===== config.mk =====
export PLATFORM = sky130hd
export DESIGN_NAME = data_mem_arbiter
export DESIGN_NICKNAME = d
export VERILOG_FILES = /design/src/rtl/memory_pkg.sv /design/src/rtl/rr_arbiter2.sv /design/src/rtl/data_mem_arbiter.sv
export SDC_FILE = /design/constraint.sdc
export NUM_CORES = 1
export LEC_CHECK = 0
export BUFFER_PORTS_ARGS = -buffer_cell sky130_fd_sc_hd__buf_2
export CORE_AREA = 8 8 117 119
export CTS_CLUSTER_DIAMETER = 80
export DETAILED_ROUTE_END_ITERATION = 10
export DIE_AREA = 0 0 125 127
export GPL_ROUTABILITY_DRIVEN = 0
export HOLD_SLACK_MARGIN = 0.08
export PLACE_DENSITY = 0.54
export SYNTH_ARGS = -nofsm -noshare
export SYNTH_HDL_FRONTEND = slang
export SYNTH_SLANG_ARGS = --single-unit

===== constraint.sdc =====
create_clock -name clk_i -period 2.3 [get_ports clk_i]
set_clock_uncertainty 0.2 [all_clocks]
set_input_delay 0.46 -clock clk_i [delete_from_list [all_inputs] [get_ports clk_i]]
set_output_delay 0.46 -clock clk_i [all_outputs]
set_load 0.02 [all_outputs]

===== src/rtl/memory_pkg.sv =====
// Shared definitions for the data memory subsystem.
//   DATA_MEM_SIZE_BYTES : size of the data memory; legal byte addresses are [0, size)
//   ARB_PORTS           : number of requesters sharing the data memory
//   mem_req_t           : one requester's access (write flag, byte enables, address, data)
//   pend_t              : single-slot record of the response owed for the next cycle
//   addr_in_range       : range check used by the arbiter before touching memory
package memory_pkg;

    localparam int unsigned DATA_MEM_SIZE_BYTES = 4096;
    localparam int unsigned ARB_PORTS           = 2;

    typedef struct packed {
        logic        we;
        logic [3:0]  be;
        logic [31:0] addr;
        logic [31:0] wdata;
    } mem_req_t;

    typedef struct packed {
        logic valid;
        logic port;
        logic err;
    } pend_t;

    function automatic logic addr_in_range(input logic [31:0] addr, input logic [31:0] limit);
        return addr < limit;
    endfunction

endpackage


===== src/rtl/rr_arbiter2.sv =====
// Two-way arbiter for the data memory port.
// Ports:
//   clk    : clock, state updates on the rising edge
//   rst_n  : synchronous active-low reset; also suppresses all grants while low
//   req    : {req1, req0} request levels
//   ready  : memory can accept an access this cycle; 0 blocks every grant
//   gnt    : one-hot (or zero) combinational grant, same cycle as req
// With FIXED_PRIO=1 port 0 always wins; otherwise prio_q names the preferred
// port and flips to the other port after every grant.
module rr_arbiter2 #(
    parameter bit FIXED_PRIO = 1'b0
) (
    input  logic       clk,
    input  logic       rst_n,
    input  logic [1:0] req,
    input  logic       ready,
    output logic [1:0] gnt
);

    logic prio_q;

    // prio_q only matters when both ports request at once in round-robin mode.
    always_comb begin
        gnt = 2'b00;
        if (rst_n && ready) begin
            if (FIXED_PRIO) begin
                if (req[0]) begin
                    gnt = 2'b01;
                end else if (req[1]) begin
                    gnt = 2'b10;
                end
            end else begin
                case (req)
                    2'b01:   gnt = 2'b01;
                    2'b10:   gnt = 2'b10;
                    2'b11:   gnt = prio_q ? 2'b10 : 2'b01;
                    default: gnt = 2'b00;
                endcase
            end
        end
    end

    // After serving port k, the other port becomes preferred.
    always_ff @(posedge clk) begin
        if (!rst_n) begin
            prio_q <= 1'b0;
        end else if (gnt[0]) begin
            prio_q <= 1'b1;
        end else if (gnt[1]) begin
            prio_q <= 1'b0;
        end
    end

endmodule


===== src/rtl/data_mem_arbiter.sv =====
// Shares the single-port data memory between port 0 (core LSU) and port 1
// (debug/DMA). Grants are same-cycle; read data comes back one cycle after
// the grant and is steered only to the port that issued the read. Accesses
// outside [0, MEM_SIZE_BYTES) are granted but never reach memory; they get an
// error response instead.
// Ports:
//   clk_i, rst_ni                : clock and synchronous active-low reset
//   mN_req/we/be/addr/wdata_i    : port N request (N = 0, 1), held until granted
//   mN_gnt_o                     : port N accepted this cycle
//   mN_rvalid/err/rdata_o        : port N response (reads and errored accesses)
//   mem_req/we/be/addr/wdata_o   : access towards data_mem
//   mem_rdata_i                  : read data from data_mem, one cycle after request
//   mem_ready_i                  : data_mem can accept; 0 blocks all grants
module data_mem_arbiter
    import memory_pkg::*;
#(
    parameter bit          FIXED_PRIO     = 1'b0,
    parameter int unsigned MEM_SIZE_BYTES = DATA_MEM_SIZE_BYTES
) (
    input  logic        clk_i,
    input  logic        rst_ni,
    input  logic        m0_req_i,
    input  logic        m0_we_i,
    input  logic [3:0]  m0_be_i,
    input  logic [31:0] m0_addr_i,
    input  logic [31:0] m0_wdata_i,
    output logic        m0_gnt_o,
    output logic        m0_rvalid_o,
    output logic        m0_err_o,
    output logic [31:0] m0_rdata_o,
    input  logic        m1_req_i,
    input  logic        m1_we_i,
    input  logic [3:0]  m1_be_i,
    input  logic [31:0] m1_addr_i,
    input  logic [31:0] m1_wdata_i,
    output logic        m1_gnt_o,
    output logic        m1_rvalid_o,
    output logic        m1_err_o,
    output logic [31:0] m1_rdata_o,
    output logic        mem_req_o,
    output logic        mem_we_o,
    output logic [3:0]  mem_be_o,
    output logic [31:0] mem_addr_o,
    output logic [31:0] mem_wdata_o,
    input  logic [31:0] mem_rdata_i,
    input  logic        mem_ready_i
);

    localparam logic [31:0] MEM_LIMIT = 32'(MEM_SIZE_BYTES);

    logic [ARB_PORTS-1:0] gnt;
    logic                 any_gnt;
    logic                 in_range;
    mem_req_t             m0_req;
    mem_req_t             m1_req;
    mem_req_t             sel_req;
    pend_t                pend_q;

    assign m0_req = '{we: m0_we_i, be: m0_be_i, addr: m0_addr_i, wdata: m0_wdata_i};
    assign m1_req = '{we: m1_we_i, be: m1_be_i, addr: m1_addr_i, wdata: m1_wdata_i};

    rr_arbiter2 #(
        .FIXED_PRIO (FIXED_PRIO)
    ) u_arb (
        .clk   (clk_i),
        .rst_n (rst_ni),
        .req   ({m1_req_i, m0_req_i}),
        .ready (mem_ready_i),
        .gnt   (gnt)
    );

    assign m0_gnt_o = gnt[0];
    assign m1_gnt_o = gnt[1];
    assign any_gnt  = |gnt;

    assign sel_req  = gnt[1] ? m1_req : m0_req;
    assign in_range = addr_in_range(sel_req.addr, MEM_LIMIT);

    // Memory side sees only granted, in-range accesses; everything else is
    // driven to zero so an out-of-range write can never reach the array.
    always_comb begin
        mem_req_o   = 1'b0;
        mem_we_o    = 1'b0;
        mem_be_o    = 4'b0000;
        mem_addr_o  = 32'h0;
        mem_wdata_o = 32'h0;
        if (any_gnt && in_range) begin
            mem_req_o   = 1'b1;
            mem_we_o    = sel_req.we;
            mem_be_o    = sel_req.be;
            mem_addr_o  = sel_req.addr;
            mem_wdata_o = sel_req.wdata;
        end
    end

    // One response slot is enough: every response is due exactly one cycle
    // after its grant, so the slot is rewritten every cycle. In-range writes
    // owe no response.
    always_ff @(posedge clk_i) begin
        if (!rst_ni) begin
            pend_q <= '{valid: 1'b0, port: 1'b0, err: 1'b0};
        end else begin
            pend_q.valid <= any_gnt && (!sel_req.we || !in_range);
            pend_q.port  <= gnt[1];
            pend_q.err   <= any_gnt && !in_range;
        end
    end

    // Read data is shown only to the port that owns the response, and never
    // on an error response.
    always_comb begin
        m0_rvalid_o = pend_q.valid && !pend_q.port;
        m1_rvalid_o = pend_q.valid &&  pend_q.port;
        m0_err_o    = m0_rvalid_o && pend_q.err;
        m1_err_o    = m1_rvalid_o && pend_q.err;
        m0_rdata_o  = (m0_rvalid_o && !pend_q.err) ? mem_rdata_i : 32'h0;
        m1_rdata_o  = (m1_rvalid_o && !pend_q.err) ? mem_rdata_i : 32'h0;
    end

endmodule

Word-level counts from Yosys, hierarchy flattened
Cells that the tools add are included.
{"block": "totals", "ff_bits": 4, "latchBits": 0, "mem_bits_rw": 0, "rom_bits": 0, "input_bits": 175, "out_inout_bits": 140, "wordCells": 38, "n_memories": 0}
{"block": "op_classes", "add_sub_neg": 0, "multipliers": 0, "div": 0, "n_lt_le_gt_ge": 1, "n_eq_ne": 3, "shifts": 0, "mux": 13, "bitwise_logic": 0, "reduce_logical": 17}
{"op": "32-bit two-way mux", "count": 4}
{"op": "69-bit two-way mux", "count": 1}
{"op": "32-bit by 13-bit less-than comparator with 1-bit output, second input constant", "count": 1}
{"op": "1-bit logical AND", "count": 10}
{"op": "2-bit one-hot mux with 3 select lines", "count": 1}
{"op": "2-bit == test, second input constant", "count": 2}
{"op": "1-bit logical NOT", "count": 4}
{"op": "1-bit two-way mux", "count": 4}
{"op": "2-bit two-way mux", "count": 2}
{"op": "4-bit two-way mux", "count": 1}
{"op": "2-bit by 1-bit == test with 1-bit output, second input constant", "count": 1}
{"op": "2-bit nonzero test", "count": 1}
{"op": "2-bit OR reduction", "count": 1}
{"op": "1-bit logical OR", "count": 1}

Depth between registers and ports, before layout
Gate-level depths: netlist of run 1.
{"block": "depth", "word_depth": 8, "depth_mapped": 6, "depth_no_buf": 4}

Cells and area by module
From an unflattened synthesis of run 1, not the netlist that was laid out.
{"block": "hier_totals", "hier_cells": 252, "area_unflattened_um2": 1670.4}
{"module": "data_mem_arbiter", "n_inst": 1, "cells_each": 243, "area_per_inst_um2": 1609.0, "seq_area_each_um2": 60.1}
{"module": "rr_arbiter2", "n_inst": 1, "cells_each": 9, "area_per_inst_um2": 61.3, "seq_area_each_um2": 20.0}

Worst setup path after synthesis of run 1
OpenSTA, ideal clock, no wires.
{"block": "synth_path", "path_kind": "input-to-output", "start": "input m0_addr_i[30]", "end": "output mem_addr_o[0]", "arrival_ps": 1649, "required_ps": 1640, "setup_slack_ps": -9, "path_stages": 6, "cell_sequence": "nor4_2 > o211ai_1 > o22a_1 > buf_6 > buf_12 > nor3_2"}
{"block": "synth_between", "elab_chain_len": 4}
{"element": "start, declared", "line_no": "data_mem_arbiter.sv:25", "text": "input logic [31:0] m0_addr_i,"}
{"element": "69-bit two-way mux", "line_no": "data_mem_arbiter.sv:76", "text": "assign sel_req = gnt[1] ? m1_req : m0_req;"}
{"element": "32-bit by 13-bit less-than comparator with 1-bit output", "line_no": "memory_pkg.sv:26", "text": "return addr < limit;"}
{"element": "1-bit logical AND", "line_no": "data_mem_arbiter.sv:87", "text": "if (any_gnt && in_range) begin"}
{"element": "32-bit two-way mux", "line_no": "data_mem_arbiter.sv:87"}
{"element": "end, declared", "line_no": "data_mem_arbiter.sv:43", "text": "output logic [31:0] mem_addr_o,"}
No other way between the ends.

Worst setup path in the final report of run 1
{"block": "layout_path", "start": "input m1_addr_i[31]", "end": "output mem_wdata_o[9]"}
{"block": "layout_between", "elab_chain_len": 4}
{"element": "start, declared", "line_no": "data_mem_arbiter.sv:34", "text": "input logic [31:0] m1_addr_i,"}
{"element": "69-bit two-way mux", "line_no": "data_mem_arbiter.sv:76"}
{"element": "32-bit by 13-bit less-than comparator with 1-bit output", "line_no": "memory_pkg.sv:26"}
{"element": "1-bit logical AND", "line_no": "data_mem_arbiter.sv:87"}
{"element": "32-bit two-way mux", "line_no": "data_mem_arbiter.sv:87"}
{"element": "end, declared", "line_no": "data_mem_arbiter.sv:44", "text": "output logic [31:0] mem_wdata_o,"}
No other way between the ends.

==> results of run 1 <==
## where the power goes
part,internal (mW),total [mW],switching (mW)
logic,0.206,0.433,0.227
registers,0.0737,0.0771,0.00346
clock network,0.222,0.271,0.0485
## stage by stage
step | util (%) | TNS, ns
3_3_place_gp | 30.5 | -10.24
4_1_cts | 32.8 | -7.22
5_1_grt | 34.8 | -12.39
3_5_place_dp | 30.5 | -12.52
6_report | 34.8 | -8.05
2_1_floorplan | - | -0.414
## logic make-up after synthesis
family	count (synthesis)	share of synthesized area (%)
mux	49	24.1
other cells	1	0.184
compound gates	7	2.58
flops	4	3.94
simple gates	139	52.2
buf+inv	46	17.0
## worst max-delay path: stages
cell	delay (ns)
buf_2	0.12
nor4_4	0.28
nand3_1	0.12
o22a_4	0.31
clkbuf_16	0.20
nor3_2	0.16
buf_4	0.16
## routing by layer
metal	track usage, %	part of all wire [%]	vias up
met2	23.4	53	183
met5	0	0	-
met4	2.29	0.41	0
met1	11.2	34	1262
met3	6.66	12	2
li1	-	-	1400
## synth_stat cells
master | n | area [um^2]
and2_1 | 66 | 413
mux2i_1 | 49 | 490
nor3_2 | 49 | 490
buf_4 | 20 | 150
clkbuf_1 | 10 | 37.5
nor4_1 | 8 | 50.1
buf_2 | 7 | 35.0
buf_12 | 5 | 100
nor2b_1 | 5 | 31.3
dfxtp_1 | 4 | 80.1
nand3_1 | 4 | 20.0
a21oi_1 | 2 | 10.0
inv_2 | 2 | 7.51
nand2b_1 | 2 | 12.5
nor4_2 | 2 | 25.0
o211ai_1 | 2 | 15.0
a311oi_1 | 1 | 8.76
and3_1 | 1 | 6.26
buf_6 | 1 | 11.3
conb_1 | 1 | 3.75
inv_1 | 1 | 3.75
nand4b_1 | 1 | 8.76
nor2_1 | 1 | 3.75
o21ba_1 | 1 | 10.0
o22a_1 | 1 | 8.76
## worst max path at each step
stage	to	slack [ns]	cells past startpoint
floorplan	mem_addr_o[0]	-0.009	6
global placement	mem_be_o[2]	-0.22	7
detailed placement	mem_addr_o[1]	-0.28	7
CTS	mem_addr_o[1]	-0.18	7
global route	mem_wdata_o[8]	-0.27	7
finish	mem_wdata_o[9]	-0.19	7
## cell usage in the layout, fill, tap and decap left out, types with 2 or more instances in the layout
cell type / count
nor4_2: 4
nor2b_1: 5
conb_1: 20
dfxtp_1: 4
nand3_1: 4
buf_12: 4
nor3_4: 3
buf_4: 59
o211ai_1: 2
and2_1: 66
buf_6: 16
mux2i_1: 49
buf_2: 234
nor4_4: 5
a21oi_1: 2
nor3_2: 46
inv_2: 2
clkbuf_16: 6
## sequential cells by signal, indices dropped and copies added, names as in the netlist
| register | count |
|---|---|
| u_arb.prio_q | 1 |
| pend_q | 3 |
## repair_timing
| action | in CTS | in global routing |
|---|---|---|
| pin swaps | 1 | 6 |
| endpoints found under the setup margin | 50 | 54 |
| gates resized for setup | 60 | 26 |
| gates cloned | 0 | 4 |
## final cells by class
class / count / area (um^2) / area share, %
timing repair buffer: 316 / 1950 / 47.5
multi-input combinational: 215 / 1800 / 43.9
tap: 147 / 184 / 4.48
sequential: 4 / 80.1 / 1.95
clock buffer: 3 / 75.1 / 1.83
inverter: 3 / 11.3 / 0.274
antenna: 1 / 2.50 / 0.0609
==> metrics, run 1 <==
DRT iter0 DRCs 56; Vias/cell 4.13; Slew Viols, Final 0; Root Driver clkbuf_16; total gr overflow 0; Total GRT Usage 12.2%; hold path depth 1; hpwl dp 9510 um; status finished with violations; vias in the first global route 3,199; area grow syn2layout 102%; final setup vio count 50; core area 0.0118 mm^2; hold-fix buffers at CTS 0; final period utilization 108%; TritonCTS Sinks 4; Leak 2.45 nW; Port Buffers 294; layout cell share with drive strength beyond 1 70.6%; R2R Path Start u_arb.prio_q$_SDFFE_PN0P_; post-layout minimum cycle time 2.49 ns; #FFs+latches synth 4; fillers 1,219; Setup crit start m1_addr_i[31]; total power 0.781 mW; initial core utilization 17.2%; P per Cell Area 190 mW/mm^2; Worst IR Drop VDD 0.148 mV; Worst Hold Class reg2reg; R2R setup slack 0.53 ns; placed cell area 0.00361 mm^2; hold_sp u_arb.prio_q$_SDFFE_PN0P_; I/O Pins 315; die area 0.0159 mm^2; Num CTS Buffers 3; Final Hold Fails 0; antenna violations before repair 1; Worst Path Max Fanout 9; WP data arrival 1.83 ns; final hold slack 0.345 ns; CP Capture Type output pin; FP Rows 40; worst r2r path cells 6; DRT Pass-1 Iters 4; Data required, critical path 1.64 ns; die width 125 um; Die Ht 127 um; final critical-path setup slack -0.189 ns; drt drc 0; design area 0.00411 mm^2; syn avg cell area 8.27 um^2; Post-CTS Setup Repair Bufs 0; WS Path Type in2out; CTS H-tree depth 1; global-route wire length before repair 16,100 um; fin nets 718; count of cell types in the netlist 25; sequential fraction of the synthesis area 3.94%; Mapped Area 0.00203 mm^2; critical path launch point type input pin; Final ANT Viol Nets 0; unrepaired setup endpoints after global routing true; placed cell count 681; reg2reg end pend_q[2]$_SDFF_PN0_; Hold Path End u_arb.prio_q$_SDFFE_PN0P_; non-filler instance count after layout 689; Synth Instances 246; final WL 11,500 um; CTS tree built; failing checks setup timing; Worst-Skew Late Latency 0.22 ns; WL per Instance 16.7 um; Worst-path clk slew 0.03 ns; vias 2,847; synth warn 0; clock buffer depth 2; fmax 402 MHz; max-cap viol count 0; largest net degree at the start of global routing 38; worst slack at placement -0.278 ns
Power figures use the tool's default switching activity.
==> run 2: changes to the inputs <==
==> constraint.sdc (replaced) <==
create_clock -name clk_i -period 3.15 [get_ports clk_i]
set_clock_uncertainty 0.2 [all_clocks]
set_input_delay 0.63 -clock clk_i [delete_from_list [all_inputs] [get_ports clk_i]]
set_output_delay 0.63 -clock clk_i [all_outputs]
set_load 0.02 [all_outputs]
==> metrics, run 2 (synthesized netlist as in run 1, its figures left out) <==
status complete, no violations; worst r2r path cells 5 (-1); max reg flops 3 (unchanged); area grow syn2layout 78.4%; Worst-Skew Late Latency 0.22 ns (about the same); clock buffer depth 2 (unchanged); CTS H-tree depth 1 (unchanged); Final Hold Fails 0 (unchanged); core area 0.0118 mm^2 (unchanged); final WL 10,200 um (-12%); R2R Path Start u_arb.prio_q$_SDFFE_PN0P_; Final ANT Viol Nets 0 (unchanged); reg2reg end pend_q[2]$_SDFF_PN0_; Final Core Density 30.7% (-4.1 points); die area 0.0159 mm^2 (unchanged); final period utilization 92.2%; placed cell count 672 (-1.3%); Post-CTS Setup Repair Bufs 0 (unchanged); setup_tns 0 ns (+8.05 ns); Total GRT Usage 11.8% (-0.45 points); hpwl dp 9220 um (-3.1%); R2R setup slack 1.37 ns (+0.84 ns); unrepaired setup endpoints after global routing false; DRT iter0 DRCs 30 (-46%); area occupied by multi-input gates 0.00169 mm^2 (-6.4%); Leak 2.31 nW (-5.9%); die width 125 um (unchanged); FP Rows 40 (unchanged); fmax 344 MHz; Root Driver clkbuf_16; initial core utilization 17.2% (unchanged); Setup crit start m1_addr_i[27]; Most flops, register pend_q; Critical Path End mem_addr_o[10]; Data required, critical path 2.32 ns (+0.68 ns); WP data arrival 2.07 ns (+0.24 ns); drt drc 0 (unchanged); Worst-path clk slew 0.03 ns (about the same); CP Capture Type output pin; final setup vio count 0 (-100%); DRT Pass-1 Iters 4 (unchanged); fin nets 705 (-1.8%); Worst Path Max Fanout 52 (+43); TritonCTS Sinks 4 (unchanged); Sequential Area 80.1 um^2 (unchanged); Worst Hold Class reg2reg; Vias/cell 4.04 (-2.1%); Slew Viols, Final 0 (unchanged); critical path launch point type input pin; CTS tree built; n_diodes 0 (-1); vias in the first global route 3,069 (-4.1%); P per Cell Area 148 mW/mm^2 (-22%); largest net degree at the start of global routing 53 (+39%); WL per Instance 15.1 um (-10%); layout cell share with drive strength beyond 1 68.4% (-2.2 points); commonest non-fill, non-tap cell in the layout buf_2; fillers 1,252 (+2.7%); Resized Gates After CTS 0 (-100%); Largest regs pend_q: 3 flops, u_arb.prio_q: 1 flops; most frequent cells in the layout buf_2, and2_1, mux2i_1, nor3_2, conb_1; vias 2,730 (-4.1%); Die Ht 127 um (unchanged); non-filler instance count after layout 675 (-2.0%); global-route wire length before repair 15,600 um (-3.2%); hold-fix buffers at CTS 0 (unchanged); Worst IR Drop VDD 0.147 mV (-0.93%); WS Path Type in2out; Num CTS Buffers 3 (unchanged); total gr overflow 0 (unchanged); I/O Pins 315 (unchanged); antenna violations before repair 0 (-1); Port Buffers 294 (unchanged); max-cap viol count 0 (unchanged); post-layout minimum cycle time 2.90 ns
[run 2: cell count changes in the layout (fill, tap and decap cells not counted), sizes merged]
cell	previous run	this run
clkbuf	6	3
buf	313	303
diode	1	0
[run 2: per-stage QoR]
step,instance area (um^2),worst slack (ns),power (mW),hold slack [ns]
CTS,3630,0.242,0.546,0.328
global route,3630,0.137,0.578,0.345
global placement,3550,0.289,0.339,0.315
finish,3630,0.245,0.538,0.337
detailed placement,3550,0.249,0.344,0.334
floorplan,2100,0.501,0.209,0.281
[run 2: report_power, final]
part	switching (mW)	internal (mW)
registers	0.00249	0.0538
logic	0.151	0.134
clock network	0.0345	0.162
total	0.188	0.350
[run 2: cell type report]
type | instances | area share [%]
inverters | 3 | 0.310
well taps | 147 | 5.07
repair buffers | 303 | 43.8
flip-flops and latches | 4 | 2.21
clock buffers | 3 | 2.07
multi-input cells | 215 | 46.5
[run 2: worst min-delay path by stage]
stage / end / depth (start not counted) / slack (ns) / start
global placement: u_arb.prio_q$_SDFFE_PN0P_ / 1 / 0.31 / u_arb.prio_q$_SDFFE_PN0P_
floorplan: u_arb.prio_q$_SDFFE_PN0P_ / 1 / 0.28 / u_arb.prio_q$_SDFFE_PN0P_
CTS: u_arb.prio_q$_SDFFE_PN0P_ / 1 / 0.33 / u_arb.prio_q$_SDFFE_PN0P_
finish: u_arb.prio_q$_SDFFE_PN0P_ / 1 / 0.34 / u_arb.prio_q$_SDFFE_PN0P_
global route: u_arb.prio_q$_SDFFE_PN0P_ / 1 / 0.35 / u_arb.prio_q$_SDFFE_PN0P_
detailed placement: u_arb.prio_q$_SDFFE_PN0P_ / 1 / 0.33 / u_arb.prio_q$_SDFFE_PN0P_
[run 2: routing by layer]
metal	GRT usage [%]	wire length (um)
met1	11.5	3710
met4	2.15	63
met3	6.16	1320
met2	21.9	5070
met5	0	0
[run 2: worst max-delay path, cell delays in order]
cell      delay [ns]
buf_2           0.09
nor4_1          0.34
nand4b_1        0.15
o22a_2          0.24
buf_12          0.20
nor3_2          0.19
buf_2           0.19
